===== src/rtl/comma_word_aligner.sv =====
// comma_word_aligner
//  Takes unaligned 20-bit words from the 16->20 gearbox, finds the K28.5 comma in
//  the 40-bit window {current, previous} and locks the word boundary so the comma
//  symbol lands in data_out[9:0]. Aligned words go to the 8b/10b decoder through a
//  single output register with a valid/shift handshake.
//  Optional feature macro: ALIGN_ERR_CNT_EN (adds the saturating err_cnt port).
module comma_word_aligner #(
   parameter int unsigned LOCK_CNT   = 4,
   parameter int unsigned UNLOCK_CNT = 3,
   parameter logic [9:0]  COMMA_P    = 10'b0101111100,
   parameter logic [9:0]  COMMA_N    = ~COMMA_P
) (
   input  logic        clk_320MHz,
   input  logic        res_n,
   input  logic        valid_in,
   input  logic [19:0] data_in,
   output logic        ready_out,
   output logic [19:0] data_out,
   output logic        valid_out,
   input  logic        shift_out,
   output logic        locked,
   output logic [4:0]  offset
`ifdef ALIGN_ERR_CNT_EN
   ,
   output logic [15:0] err_cnt
`endif
);

   typedef enum logic [1:0] {
      ST_SEARCH = 2'd0,
      ST_VERIFY = 2'd1,
      ST_LOCKED = 2'd2
   } state_t;

   localparam logic [3:0] LOCK_CNT_C   = 4'(LOCK_CNT);
   localparam logic [3:0] UNLOCK_CNT_C = 4'(UNLOCK_CNT);

   state_t      state_r;
   state_t      state_nxt_s;
   logic [19:0] prev_r;
   logic        primed_r;      // prev_r holds a real word
   logic [4:0]  offset_r;
   logic [4:0]  offset_nxt_s;
   logic [3:0]  cnt_r;
   logic [3:0]  cnt_nxt_s;
   logic [3:0]  bad_r;
   logic [3:0]  bad_nxt_s;
   logic [19:0] data_out_r;
   logic        valid_out_r;
   logic        locked_r;
   logic        miss_s;        // misaligned comma seen while locked
   logic        accept_s;
   logic        search_s;      // accept that carries a full window
   logic [39:0] win_s;
   logic [19:0] hit_s;
   logic        hit_any_s;
   logic [4:0]  hit_pos_s;
   logic [19:0] aligned_s;

   assign ready_out = ~valid_out_r | shift_out;
   assign accept_s  = valid_in & ready_out;
   assign search_s  = accept_s & primed_r;
   assign win_s     = {data_in, prev_r};
   assign aligned_s = 20'(win_s >> offset_r);
   assign hit_any_s = |hit_s;

   assign data_out  = data_out_r;
   assign valid_out = valid_out_r;
   assign locked    = locked_r;
   assign offset    = offset_r;

   // Comma detection at every bit offset, lowest matching offset wins.
   always_comb begin
      hit_s     = 20'd0;
      hit_pos_s = 5'd0;
      for (int p = 19; p >= 0; p--) begin
         hit_s[p]  = (win_s[p +: 10] == COMMA_P) || (win_s[p +: 10] == COMMA_N);
         hit_pos_s = hit_s[p] ? 5'(p) : hit_pos_s;
      end
   end

   // Alignment FSM next-state: moves only on an accepted word that contains a comma.
   always_comb begin
      state_nxt_s  = state_r;
      offset_nxt_s = offset_r;
      cnt_nxt_s    = cnt_r;
      bad_nxt_s    = bad_r;
      miss_s       = 1'b0;
      if (search_s && hit_any_s) begin
         case (state_r)
            ST_SEARCH: begin
               offset_nxt_s = hit_pos_s;
               cnt_nxt_s    = 4'd1;
               bad_nxt_s    = 4'd0;
               state_nxt_s  = (LOCK_CNT_C == 4'd1) ? ST_LOCKED : ST_VERIFY;
            end
            ST_VERIFY: begin
               if (hit_pos_s == offset_r) begin
                  cnt_nxt_s = cnt_r + 4'd1;
                  if ((cnt_r + 4'd1) >= LOCK_CNT_C) begin
                     state_nxt_s = ST_LOCKED;
                     bad_nxt_s   = 4'd0;
                  end else begin
                     state_nxt_s = ST_VERIFY;
                  end
               end else begin
                  offset_nxt_s = hit_pos_s;
                  cnt_nxt_s    = 4'd1;
               end
            end
            ST_LOCKED: begin
               if (hit_pos_s == offset_r) begin
                  bad_nxt_s = 4'd0;
               end else begin
                  miss_s = 1'b1;
                  if ((bad_r + 4'd1) >= UNLOCK_CNT_C) begin
                     state_nxt_s = ST_SEARCH;
                     bad_nxt_s   = 4'd0;
                  end else begin
                     bad_nxt_s = bad_r + 4'd1;
                  end
               end
            end
            default: begin
               state_nxt_s = ST_SEARCH;
            end
         endcase
      end else begin
         state_nxt_s = state_r;
      end
   end

   // FSM state, alignment offset and lock/miss counters.
   always_ff @(posedge clk_320MHz or negedge res_n) begin
      if (!res_n) begin
         state_r  <= ST_SEARCH;
         offset_r <= 5'd0;
         cnt_r    <= 4'd0;
         bad_r    <= 4'd0;
         locked_r <= 1'b0;
      end else begin
         state_r  <= state_nxt_s;
         offset_r <= offset_nxt_s;
         cnt_r    <= cnt_nxt_s;
         bad_r    <= bad_nxt_s;
         locked_r <= (state_nxt_s == ST_LOCKED);
      end
   end

   // Previous-word register; the first accept after reset only primes it.
   always_ff @(posedge clk_320MHz or negedge res_n) begin
      if (!res_n) begin
         prev_r   <= 20'd0;
         primed_r <= 1'b0;
      end else if (accept_s) begin
         prev_r   <= data_in;
         primed_r <= 1'b1;
      end
   end

   // Output register: loads only on accepts made while already locked, drops valid when consumed.
   always_ff @(posedge clk_320MHz or negedge res_n) begin
      if (!res_n) begin
         data_out_r  <= 20'd0;
         valid_out_r <= 1'b0;
      end else if (search_s && (state_r == ST_LOCKED)) begin
         data_out_r  <= aligned_s;
         valid_out_r <= 1'b1;
      end else if (shift_out) begin
         valid_out_r <= 1'b0;
      end
   end

`ifdef ALIGN_ERR_CNT_EN
   logic [15:0] err_cnt_r;

   assign err_cnt = err_cnt_r;

   // Saturating count of misaligned commas observed while locked.
   always_ff @(posedge clk_320MHz or negedge res_n) begin
      if (!res_n) begin
         err_cnt_r <= 16'd0;
      end else if (miss_s && (err_cnt_r != 16'hFFFF)) begin
         err_cnt_r <= err_cnt_r + 16'd1;
      end
   end
`endif

endmodule


===== config.mk =====
export PLATFORM = sky130hd
export DESIGN_NAME = comma_word_aligner
export DESIGN_NICKNAME = d
export VERILOG_FILES = /design/src/rtl/comma_word_aligner.sv
export SDC_FILE = /design/constraint.sdc
export NUM_CORES = 1
export LEC_CHECK = 0
export CORE_MARGIN = 2
export CORE_UTILIZATION = 35
export DETAILED_ROUTE_END_ITERATION = 10
export PLACE_DENSITY = 0.59
export SYNTH_ARGS = -nofsm -noshare
export SYNTH_HDL_FRONTEND = slang
export SYNTH_SLANG_ARGS = --single-unit

===== constraint.sdc =====
create_clock -name clk_320MHz -period 3.9 [get_ports clk_320MHz]
set_input_delay 0.78 -clock clk_320MHz [delete_from_list [all_inputs] [get_ports clk_320MHz]]
set_output_delay 0.78 -clock clk_320MHz [all_outputs]
set_load 0.02 [all_outputs]

# Word level (Yosys, flattened, before mapping)
# Index checks and enable logic that the tools add are counted.
[op_classes]
addsub = 2
multipliers = 0
div_mod_pow = 0
n_lt_le_gt_ge = 2
eq_ne = 47
n_shift = 1
mux = 37
bitwise = 4
reduce_logical = 30
[ops]
columns = ["op", "n"]
rows = [
  ["equality test 10 bit, second input constant", 20],
  ["equality test 10 x 9 -> 1 bit, second input constant", 20],
  ["2-to-1 mux 5 bit", 21],
  [">> shifter 40 x 5 -> 20 bit", 1],
  ["logical OR 1 bit", 20],
  ["2-to-1 mux 4 bit", 5],
  ["OR reduction 20 bit", 1],
  ["one-hot mux 4 bit (3 select lines)", 1],
  ["2-to-1 mux 2 bit", 5],
  ["one-hot mux 5 bit (2 select lines)", 1],
  ["adder 4 x 1 -> 4 bit, second input constant", 2],
  ["one-hot mux 4 bit (2 select lines)", 1],
  ["!= test 2 bit, second input constant", 3],
  ["one-hot mux 2 bit (3 select lines)", 1],
  ["equality test 5 bit", 1],
  ["equality test 2 bit, second input constant", 2],
  [">= comparator 4 x 2 -> 1 bit, second input constant", 1],
  [">= comparator 4 x 3 -> 1 bit, second input constant", 1],
  ["AND reduction 4 bit", 1],
  ["nonzero test 2 bit", 2],
  ["AND reduction 3 bit", 1],
  ["nonzero test 3 bit", 1],
  ["bitwise AND 1 bit", 2],
  ["equality test 2 x 1 -> 1 bit, second input constant", 1],
  ["6 further kinds", 8],
]
[totals]
ff_bits = 58
latch_bits = 0
ramBits = 0
romBits = 0
inputBits = 24
out_inout_bits = 28
elab_cells = 132
mem_count = 0

# Longest topological paths before layout
# Gate-level depths: netlist (run 1).
[logic_depth]
word_depth = 27
ltp_mapped = 12
depth_no_buf = 9

# Worst setup path after synthesis (run 1)
# OpenSTA, ideal clock, no wires.
[synth_path]
path_kind = "input port to flip-flop"
start = "input data_in[5]"
end = "register offset_r[2] (netlist: offset[2])"
setup_ns = 0.128
arrival_ns = 3.167
required_time_ns = 3.772
slack_ns = 0.606
path_stages = 10
path_buffers = 1
path_cell_list = "buf_2 > or4b_1 > or4_1 > o21ai_2 > or4_1 > o311ai_2 > a21oi_1 > o21ai_4 > o31ai_4 > mux2_1"
[synth_between]
elab_chain_cells = 25
[synth_lines]
columns = ["element", "line", "text"]
rows = [
  ["from (decl)", "16", "input logic [19:0] data_in,"],
  ["equality test 10 x 9 -> 1 bit / equality test 10 bit (equally long branches)", "77", "hit_s[p] = (win_s[p +: 10] == COMMA_P) || (win_s[p +: 10] == COMMA_N);"],
  ["logical OR 1 bit", "77", ""],
  ["2-to-1 mux 5 bit (20 in a row)", "78", "hit_pos_s = hit_s[p] ? 5'(p) : hit_pos_s;"],
  ["equality test 5 bit", "98", "if (hit_pos_s == offset_r) begin"],
  ["!= test 2 bit (no source line)", "n/a", ""],
  ["AND reduction 3 bit (no source line)", "n/a", ""],
  ["to (signal assigned)", "143", "offset_r <= offset_nxt_s;"],
  ["to (decl)", "42", "logic [4:0] offset_r;"],
]
# Several ways; a longest one is shown, not always the timed one. The select of a mux whose other input is x is not followed.
# A chain may end at the register's enable or synchronous reset.

# Worst setup path after layout (run 1)
[layout_path]
start = "input data_in[1]"
end = "register offset_r[2] (netlist: offset[2])"
# The elaborated chain is that of the path after synthesis.

==> results of run 1 <==
[state kept, by name, summed over array words and instances (netlist names)]
| signal | count |
|---|---|
| data_out | 20 |
| prev_r | 20 |
| offset | 5 |
| bad_r | 4 |
| cnt_r | 4 |
| state_r | 2 |
| locked | 1 |
| primed_r | 1 |
| valid_out | 1 |
[cell usage after synthesis (12+ instances only)]
cell type  number  share of area [%]
a21oi_1        19                1.7
nor2_1         29                2.0
buf_2          20                1.8
a211oi_1       19                2.6
nand4_1        12                1.4
mux4_2         35                 14
mux2i_1        26                4.7
o21ai_0        36                3.3
clkbuf_1       33                2.2
inv_1          13               0.88
dfrtp_1        58                 26
mux2_2         22                4.5
nand2_1        68                4.6
[per-layer routing]
layer	vias up	part of all wire (%)	wire length, um
li1	2401	-	-
met1	2552	43	7250
met2	197	49	8200
met3	33	5.2	883
met4	0	3.0	504
met5	-	0	0
[metrics by stage]
step | utilization, % | total power, mW | instances | hold slack, ps
2_1_floorplan | - | 2.27 | 597 | 434
3_3_place_gp | 41.6 | 2.88 | 839 | 451
3_5_place_dp | 41.6 | 2.91 | 839 | 452
4_1_cts | 43.6 | 3.74 | 855 | 469
5_1_grt | 43.6 | 3.97 | 855 | 494
6_report | 43.6 | 3.73 | 855 | 471
[layout by cell type, fill, tap and decap left out, types with 5 or more instances in the layout]
| master | instances |
|---|---|
| a211oi_1 | 19 |
| a21oi_1 | 19 |
| and2_1 | 6 |
| and4_1 | 6 |
| buf_4 | 43 |
| clkbuf_16 | 9 |
| clkdlybuf4s50_1 | 50 |
| dfrtp_1 | 56 |
| inv_1 | 13 |
| mux2_2 | 22 |
| mux2i_1 | 26 |
| mux4_2 | 35 |
| nand2_1 | 68 |
| nand2b_1 | 11 |
| nand3_1 | 11 |
| nand3b_1 | 7 |
| nand4_1 | 12 |
| nand4b_1 | 7 |
| nor2_1 | 29 |
| nor2b_1 | 5 |
| nor3_1 | 8 |
| nor4_1 | 10 |
| nor4b_1 | 11 |
| nor4bb_1 | 5 |
| o211ai_1 | 5 |
| o21ai_0 | 36 |
| o22a_1 | 6 |
[kinds of logic (layout without fill, tap and decap cells)]
family	after synthesis	count (layout)	synth area share [%]
AO/OA/AOI/OAI	138	138	18.1
XOR/XNOR	2	2	0.316
adder cells (fa/ha/maj)	3	3	0.678
buffers and inverters	77	124	5.74
flip-flops	58	58	26.2
multiplexers	86	86	24.0
AND/OR/NAND/NOR	233	233	24.9
[how the worst max path moves through the flow]
stage / startpoint / endpoint / slack, ps / cells past startpoint
finish: data_in[1] / offset[2] / 200 / 11
floorplan: data_in[5] / offset[2] / 610 / 10
global route: data_in[1] / offset[4] / 40 / 11
detailed placement: data_in[1] / offset[2] / -100 / 11
CTS: data_in[1] / offset[2] / 240 / 11
global placement: data_in[1] / offset[3] / -20 / 11
[power breakdown]
part	internal (mW)	total [mW]	switching, mW	leakage, nW
Sequential	0.776	1.10	0.320	0.702
Clock	0.528	0.818	0.290	0.145
Combinational	0.901	1.81	0.914	1.81
Total	2.20	3.73	1.52	2.65
[final cells by class]
type,instances,area (sq um),share of cell area (%)
clock buffers,12,256,3.84
clock inverters,4,50.0,0.749
inverters,14,52.6,0.787
multi-input cells,462,3770,56.5
flip-flops and latches,58,1450,21.8
well taps,211,264,3.95
repair buffers,94,828,12.4
[what timing repair did]
item | in CTS | in global routing
resized for setup | 0 | 1
endpoints found under the hold margin | 0 | 0
setup endpoints to repair | 0 | 2
==> impl_metrics.env, run 1 <==
export IMPL_status="completed"
export IMPL_cts_root_buffer="clkbuf_16"
export IMPL_hpwl_mm=12.8
export IMPL_routabilityCongestion=0.938
export IMPL_die_area_sq_um=16800
export IMPL_grt_met3_usage_pct=2.79
export IMPL_overflow=0
export IMPL_port_buffers=51
export IMPL_grt_max_degree=42
export IMPL_period_minus_slack_ps=3700
export IMPL_synth_cell_types=83
export IMPL_syn_instance_count=597
export IMPL_cp_start_kind="primary input"
export IMPL_crit_chain="clkdlybuf4s50_1 -> buf_4 -> nor4b_1 -> and4_1 -> a41o_1 -> or4_1 -> o311ai_2 -> and3_1 -> o21ai_4 -> o31ai_4 -> mux2_1"
export IMPL_hold_depth=1
export IMPL_clk_latency_ps=340
export IMPL_p_per_area_nw_per_um2=558
export IMPL_critical_path_top_delay_family="simple AND/OR/NAND/NOR gates"
export IMPL_r2r_start="prev_r[10]"
export IMPL_fin_area_sq_um=6680
export IMPL_worstHoldStart="primed_r"
export IMPL_nets=666
export IMPL_synth_edf_count=0
export IMPL_cp_end_kind="flip-flop"
export IMPL_grt_pass1_vias=5149
export IMPL_slowest_stage="clkdlybuf4s50_1"
export IMPL_cts_inserted_buffers=9
export IMPL_track_usage_pct=20.7
export IMPL_initial_core_util_pct=36.2
export IMPL_grt_busiest_layer="met2"
export IMPL_clock_path_buffers=2
export IMPL_cp_data_required_time_ps=4120
export IMPL_maxSlewHeadroom_pct=25.7
export IMPL_insertedDiodeCount=0
export IMPL_syn_area_sq_um=5540
export IMPL_clock_sinks=58
export IMPL_r2r_slack_ps=410
export IMPL_vias=5183
export IMPL_min_path_type="reg -> reg"
export IMPL_setup_viol=0
export IMPL_synth_avg_cell_area_sq_um=9.27
export IMPL_clk_pin_slew_ps=50
export IMPL_r2r_cells=9
export IMPL_core_area_sq_um=15300
export IMPL_tightest_slew_ps=1110
export IMPL_drt_total_wl_mm=16.8
export IMPL_slowest_delay_ps=490
export IMPL_firstDrtPassIters=5
export IMPL_dr_first_iter_drc_count=418
export IMPL_ys_seq_elements=58
export IMPL_ir_drop_mv=0.282
export IMPL_fp_row_count=45
export IMPL_grt_use_met2_pct=34.5
export IMPL_min_to="primed_r"
export IMPL_post_cts_buffers=0
export IMPL_fillCellCount=1491
export IMPL_area_growth_pct=20.6
export IMPL_max_freq_mhz=270
export IMPL_critPathKind="in -> reg"
export IMPL_timing_final_crit_share_pct=94.9
export IMPL_power_leakage_nw=2.65
export IMPL_ant_nets=0
export IMPL_cp_data_arrival_time_ps=3920
export IMPL_die_w_um=130
export IMPL_drive_gt1_share_pct=21.4
export IMPL_antenna_found_initial=0
export IMPL_die_y_um=130
export IMPL_finalClockSkew_ps=10.5
export IMPL_avgRoutedWirePerCell_um=19.7
export IMPL_syn_nets=624
export IMPL_grt_setup_unrepaired="false"
export IMPL_dpl_cell_area_sq_um=6370
export IMPL_grt_pass1_wl_mm=27.3
export IMPL_async_reset_ff_share_pct=100
export IMPL_reg2reg_to="offset[2]"
export IMPL_global_route_usage_met1_pct=27.0
export IMPL_drc_errors=0
export IMPL_place_worst_setup_slack_ps=-101
export IMPL_vias_per_cell=6.06
export IMPL_synth_ff_type="dfrtp_1"
export IMPL_synth_yosys_seq_area_share_pct=26.2
export IMPL_htreeDepth=3
export IMPL_final_max_slew_viol_count=0
export IMPL_cts_tree="built"
export IMPL_hold_viol=0
export IMPL_setup_ws_ps=200
export IMPL_ctsHoldBuffers=0
export IMPL_fin_tns_setup_ps=0
export IMPL_cp_num_buf_inv=2
export IMPL_critPathMaxFanout=12
export IMPL_ios=52
export IMPL_drv_cap=0
export IMPL_yosysWarnings=0
(Power assumes the default switching activity.)
==> run 2: changes to the inputs <==
--- a/config.mk
+++ b/config.mk
@@ -5,10 +5,13 @@
 export SDC_FILE = /design/constraint.sdc
 export NUM_CORES = 1
 export LEC_CHECK = 0
+export CAP_MARGIN = 20
 export CORE_MARGIN = 2
 export CORE_UTILIZATION = 35
+export CTS_BUF_LIST = sky130_fd_sc_hd__clkbuf_4
 export DETAILED_ROUTE_END_ITERATION = 10
 export PLACE_DENSITY = 0.59
+export SLEW_MARGIN = 20
 export SYNTH_ARGS = -nofsm -noshare
 export SYNTH_HDL_FRONTEND = slang
 export SYNTH_SLANG_ARGS = --single-unit
==> run 2 against run 1 <==
Compared with the run above:
- via count is 0.48% higher
- clock-buffer cell count decreased by 2
- highest routed layer unchanged
- sequential share of layout area is 0.61 points higher
- clock power down 46%
==> impl_metrics.env, run 2 (synthesis gave the netlist of run 1 again) <==
export IMPL_finalClockSkew_ps=28.3
export IMPL_dr_first_iter_drc_count=449
export IMPL_htreeDepth=3
export IMPL_overflow=0
export IMPL_r2r_start="prev_r[2]"
export IMPL_cp_data_required_time_ps=4210
export IMPL_cts_root_buffer="clkbuf_4"
export IMPL_area_growth_pct=17.4
export IMPL_p_per_area_nw_per_um2=515
export IMPL_port_buffers=51
export IMPL_cp_num_buf_inv=2
export IMPL_drv_cap=0
export IMPL_ios=52
export IMPL_vias_per_cell=6.08
export IMPL_die_y_um=130
export IMPL_grt_max_degree=42
export IMPL_grt_setup_unrepaired="false"
export IMPL_hold_viol=0
export IMPL_fin_area_sq_um=6500
export IMPL_die_w_um=130
export IMPL_ant_nets=0
export IMPL_final_max_slew_viol_count=0
export IMPL_cp_data_arrival_time_ps=3940
export IMPL_timing_final_crit_share_pct=92.9
export IMPL_core_area_sq_um=15300
export IMPL_initial_core_util_pct=36.2
export IMPL_grt_pass1_wl_mm=27.2
export IMPL_fin_tns_setup_ps=0
export IMPL_slowest_stage="clkdlybuf4s50_1"
export IMPL_critPathMaxFanout=12
export IMPL_setup_viol=0
export IMPL_min_path_type="in -> async"
export IMPL_p_int_mw=1.87
export IMPL_die_area_sq_um=16800
export IMPL_comb_power_share_pct=54.1
export IMPL_clk_pin_slew_ps=130
export IMPL_cts_inserted_buffers=9
export IMPL_cp_end_kind="flip-flop"
export IMPL_drc_errors=0
export IMPL_ir_drop_mv=0.199
export IMPL_post_cts_buffers=0
export IMPL_crit_chain="clkdlybuf4s50_1 -> buf_4 -> nor4b_1 -> and4_1 -> a41o_1 -> or4_1 -> o311ai_2 -> a21oi_1 -> o21ai_4 -> o31ai_1 -> a311o_1"
export IMPL_hpwl_mm=12.8
export IMPL_final_common_cell="nand2_1"
export IMPL_r2r_slack_ps=300
export IMPL_grt_pass1_vias=5103
export IMPL_critical_path_top_delay_family="compound AO/OA/AOI/OAI gates"
export IMPL_slowest_delay_ps=490
export IMPL_nets=666
export IMPL_fillCellCount=1521
export IMPL_fp_row_count=45
export IMPL_period_minus_slack_ps=3620
export IMPL_swShare_pct=44.1
export IMPL_ctsResizeCount=0
export IMPL_cp_start_kind="primary input"
export IMPL_status="completed"
export IMPL_drt_total_wl_mm=16.8
export IMPL_power_leakage_nw=2.57
export IMPL_final_cell_mix="nand2_1, dfrtp_1, clkdlybuf4s50_1"
export IMPL_clock_sinks=58
export IMPL_dpl_cell_area_sq_um=6370
export IMPL_track_usage_pct=20.6
export IMPL_clk_latency_ps=450
export IMPL_antenna_found_initial=1
export IMPL_drive_gt1_share_pct=21.3
export IMPL_vias=5208
export IMPL_max_freq_mhz=276
export IMPL_tightest_slew_ps=1020
export IMPL_maxSlewHeadroom_pct=32.2
export IMPL_clockPowerShare_pct=13.2
export IMPL_avgRoutedWirePerCell_um=19.6
export IMPL_cp_startpoint="data_in[1]"
export IMPL_switching_power_mw=1.48
export IMPL_ctsHoldBuffers=0
export IMPL_reg2reg_to="offset[2]"
export IMPL_cts_tree="built"
export IMPL_r2r_cells=10
export IMPL_critPathKind="in -> reg"
export IMPL_clock_path_buffers=2
export IMPL_pwr_share_seq_pct=32.7
export IMPL_firstDrtPassIters=5
export IMPL_routabilityCongestion=0.938
export IMPL_power_mw=3.35
[run 2: cell count changes in the layout (fill, tap and decap cells not counted), moves of 2 or more]
cell / before / now
clkbuf_16: 9 / 0
clkbuf_4: 0 / 10
clkbuf_8: 2 / 0
clkinv_1: 1 / 3
[run 2: stage by stage]
stage	hold WS, ps	instances	util, %	setup slack, ps
floorplan	434	597	-	606
global placement	451	839	41.6	-18.8
detailed placement	452	839	41.6	-101
CTS	379	855	42.4	305
global route	408	856	42.5	73.0
finish	365	856	42.5	276
[run 2: area by class of cell]
type / count / area, sq um / share of cell area (%)
Antenna cell: 1 / 2.50 / 0.0385
Clock buffer: 10 / 75.1 / 1.15
Clock inverter: 6 / 57.6 / 0.885
Inverter: 14 / 52.6 / 0.808
Multi-Input combinational cell: 462 / 3770 / 57.9
Sequential cell: 58 / 1460 / 22.4
Tap cell: 211 / 264 / 4.06
Timing Repair Buffer: 94 / 828 / 12.7
[run 2: how the worst max path moves through the flow]
stage	to	depth (start not counted)
floorplan	offset[2]	10
global placement	offset[3]	11
detailed placement	offset[2]	11
CTS	offset[2]	10
global route	offset[4]	10
finish	locked	11
[run 2: power by group through the flow]
stage / clock network (mW) / registers (mW) / logic (mW)
floorplan: 0 / 1.03 / 1.24
global placement: 0 / 1.09 / 1.78
detailed placement: 0 / 1.11 / 1.81
CTS: 0.459 / 1.09 / 1.81
global route: 0.478 / 1.14 / 1.97
finish: 0.442 / 1.09 / 1.81
[run 2: metal layers]
metal | global-route usage [%] | share of wire [%]
met5 | 0 | 0
met1 | 27.1 | 43
met2 | 34.6 | 49
met3 | 2.99 | 4.8
met4 | 8.03 | 2.6
==> run 3: changes to the inputs <==
--- a/config.mk
+++ b/config.mk
@@ -6,11 +6,12 @@
 export NUM_CORES = 1
 export LEC_CHECK = 0
 export CAP_MARGIN = 20
-export CORE_MARGIN = 2
+export CELL_PAD_IN_SITES_DETAIL_PLACEMENT = 0
+export CELL_PAD_IN_SITES_GLOBAL_PLACEMENT = 1
 export CORE_UTILIZATION = 35
 export CTS_BUF_LIST = sky130_fd_sc_hd__clkbuf_4
 export DETAILED_ROUTE_END_ITERATION = 10
-export PLACE_DENSITY = 0.59
+export PLACE_DENSITY = 0.71
 export SLEW_MARGIN = 20
 export SYNTH_ARGS = -nofsm -noshare
 export SYNTH_HDL_FRONTEND = slang
==> run 3 against run 2 <==
Compared with the run above:
- sequential cell count unchanged
- die area decreased by 3.1%
- register-to-register slack improved by 150 ps
- non-clock buffer count decreased by 16
- hold slack got worse by 38 ps
- critical path depth increased by 1
==> impl_metrics.env, run 3 (synthesis gave the netlist of run 1 again) <==
export IMPL_status="completed"
export IMPL_layoutNonFillerInstCount=839
export IMPL_die_w_um=128
export IMPL_vias_per_cell=6.10
export IMPL_ir_drop_mv=0.191
export IMPL_holdWs_ps=327
export IMPL_crit_chain="clkdlybuf4s50_1 -> buf_4 -> and2_1 -> nand4b_1 -> o41ai_1 -> buf_4 -> nor4_2 -> a41oi_2 -> nor4_2 -> nor3_4 -> o31ai_4 -> mux2_1"
export IMPL_p_per_area_nw_per_um2=519
export IMPL_die_area_sq_um=16300
export IMPL_vias=5120
export IMPL_place_worst_setup_slack_ps=-67.4
export IMPL_reg2reg_to="offset[2]"
export IMPL_drive_gt1_share_pct=19.1
export IMPL_hpwl_mm=12.2
export IMPL_power_leakage_nw=2.49
export IMPL_grt_pass1_vias=4909
export IMPL_period_minus_slack_ps=3470
export IMPL_fp_row_count=45
export IMPL_slowest_delay_ps=500
export IMPL_r2r_slack_ps=450
export IMPL_ant_nets=0
export IMPL_clock_path_buffers=2
export IMPL_cp_data_arrival_time_ps=3820
export IMPL_routabilityCongestion=0.869
export IMPL_grt_max_degree=44
export IMPL_dp_cells=823
export IMPL_clk_pin_slew_ps=110
export IMPL_final_common_cell="nand2_1"
export IMPL_die_y_um=128
export IMPL_cp_data_required_time_ps=4250
export IMPL_max_freq_mhz=288
export IMPL_power_mw=3.31
export IMPL_htreeDepth=3
export IMPL_dr_first_iter_drc_count=353
export IMPL_initial_core_util_pct=36.2
export IMPL_fillCellCount=1543
export IMPL_track_usage_pct=21.1
export IMPL_avgRoutedWirePerCell_um=19.7
export IMPL_maxSlewHeadroom_pct=36.5
export IMPL_slowest_stage="clkdlybuf4s50_1"
export IMPL_final_cell_mix="nand2_1, dfrtp_1, clkdlybuf4s50_1"
export IMPL_antenna_found_initial=1
export IMPL_critPathKind="in -> reg"
export IMPL_drc_errors=0
export IMPL_tightest_slew_ps=953
export IMPL_min_path_type="in -> async"
export IMPL_critPathMaxFanout=9
export IMPL_wl_met3_um=944
export IMPL_timing_final_crit_share_pct=89.0
export IMPL_ctsHoldBuffers=0
export IMPL_cts_inserted_buffers=9
export IMPL_overflow=0
export IMPL_clock_sinks=58
export IMPL_dpl_cell_area_sq_um=6240
export IMPL_area_growth_pct=15.2
export IMPL_r2r_cells=9
export IMPL_grt_setup_unrepaired="false"
export IMPL_r2r_start="prev_r[10]"
export IMPL_core_area_sq_um=15300
export IMPL_clk_latency_ps=460
export IMPL_routed_wl_met2_mm=7.71
export IMPL_drv_cap=0
export IMPL_finalClockSkew_ps=20.1
export IMPL_ctsResizeCount=0
export IMPL_wl_met1_mm=7.23
export IMPL_grt_pass1_wl_mm=26.7
export IMPL_cts_root_buffer="clkbuf_4"
export IMPL_setup_viol=0
export IMPL_routed_top_layer="met4"
export IMPL_setup_ws_ps=431
export IMPL_cp_end_kind="flip-flop"
export IMPL_firstDrtPassIters=5
export IMPL_cts_tree="built"
export IMPL_hold_viol=0
export IMPL_cp_start_kind="primary input"
export IMPL_ios=52
export IMPL_drt_total_wl_mm=16.5
export IMPL_nets=650
export IMPL_fin_area_sq_um=6380
export IMPL_final_max_slew_viol_count=0
export IMPL_post_cts_buffers=0
export IMPL_port_buffers=51
==> run 3: cell count changes in the layout (fill, tap and decap cells not counted), sizes merged <==
cell / before / now
buf: 44 / 28
clkbuf: 10 / 9
==> run 3: metrics by stage <==
step | util (%) | setup TNS [ps]
floorplan | - | 0
global placement | 40.8 | 0
detailed placement | 40.8 | -172
CTS | 41.6 | 0
global route | 41.6 | 0
finish | 41.6 | 0
==> run 3: layout make-up <==
cell class / instances / area [sq um] / share of cell area (%)
diodes: 1 / 2.50 / 0.0392
clock inverters: 6 / 58.8 / 0.922
clock buffers: 9 / 67.6 / 1.06
inverters: 14 / 52.6 / 0.824
well taps: 211 / 264 / 4.14
flip-flops and latches: 58 / 1450 / 22.8
repair buffers: 78 / 711 / 11.1
multi-input cells: 462 / 3770 / 59.1
==> run 3: how the worst max path moves through the flow <==
stage	start	endpoint	slack, ps	depth (start not counted)
detailed placement	data_in[1]	offset[2]	-70	12
CTS	data_in[1]	offset[2]	430	12
finish	data_in[1]	offset[2]	430	12
global placement	data_in[1]	locked	30	11
floorplan	data_in[5]	offset[2]	610	10
global route	data_in[1]	offset[2]	170	12
==> run 3: critical path: cells and delay by family <==
| family | cells | cell delay, ps |
|---|---|---|
| simple gates | 5 | 1230 |
| buf+inv | 3 | 850 |
| compound gates | 3 | 580 |
| mux | 1 | 360 |
==> run 3: power by group <==
group | internal, mW | switching [mW] | total [mW]
clock | 0.187 | 0.257 | 0.444
combinational | 0.874 | 0.886 | 1.76
sequential | 0.772 | 0.335 | 1.11
==> run 3: per-layer routing <==
metal / global-route usage (%) / vias up
met3: 2.71 / 40
li1: - / 2378
met5: 0 / -
met1: 28.1 / 2491
met4: 11.1 / 0
met2: 33.5 / 211
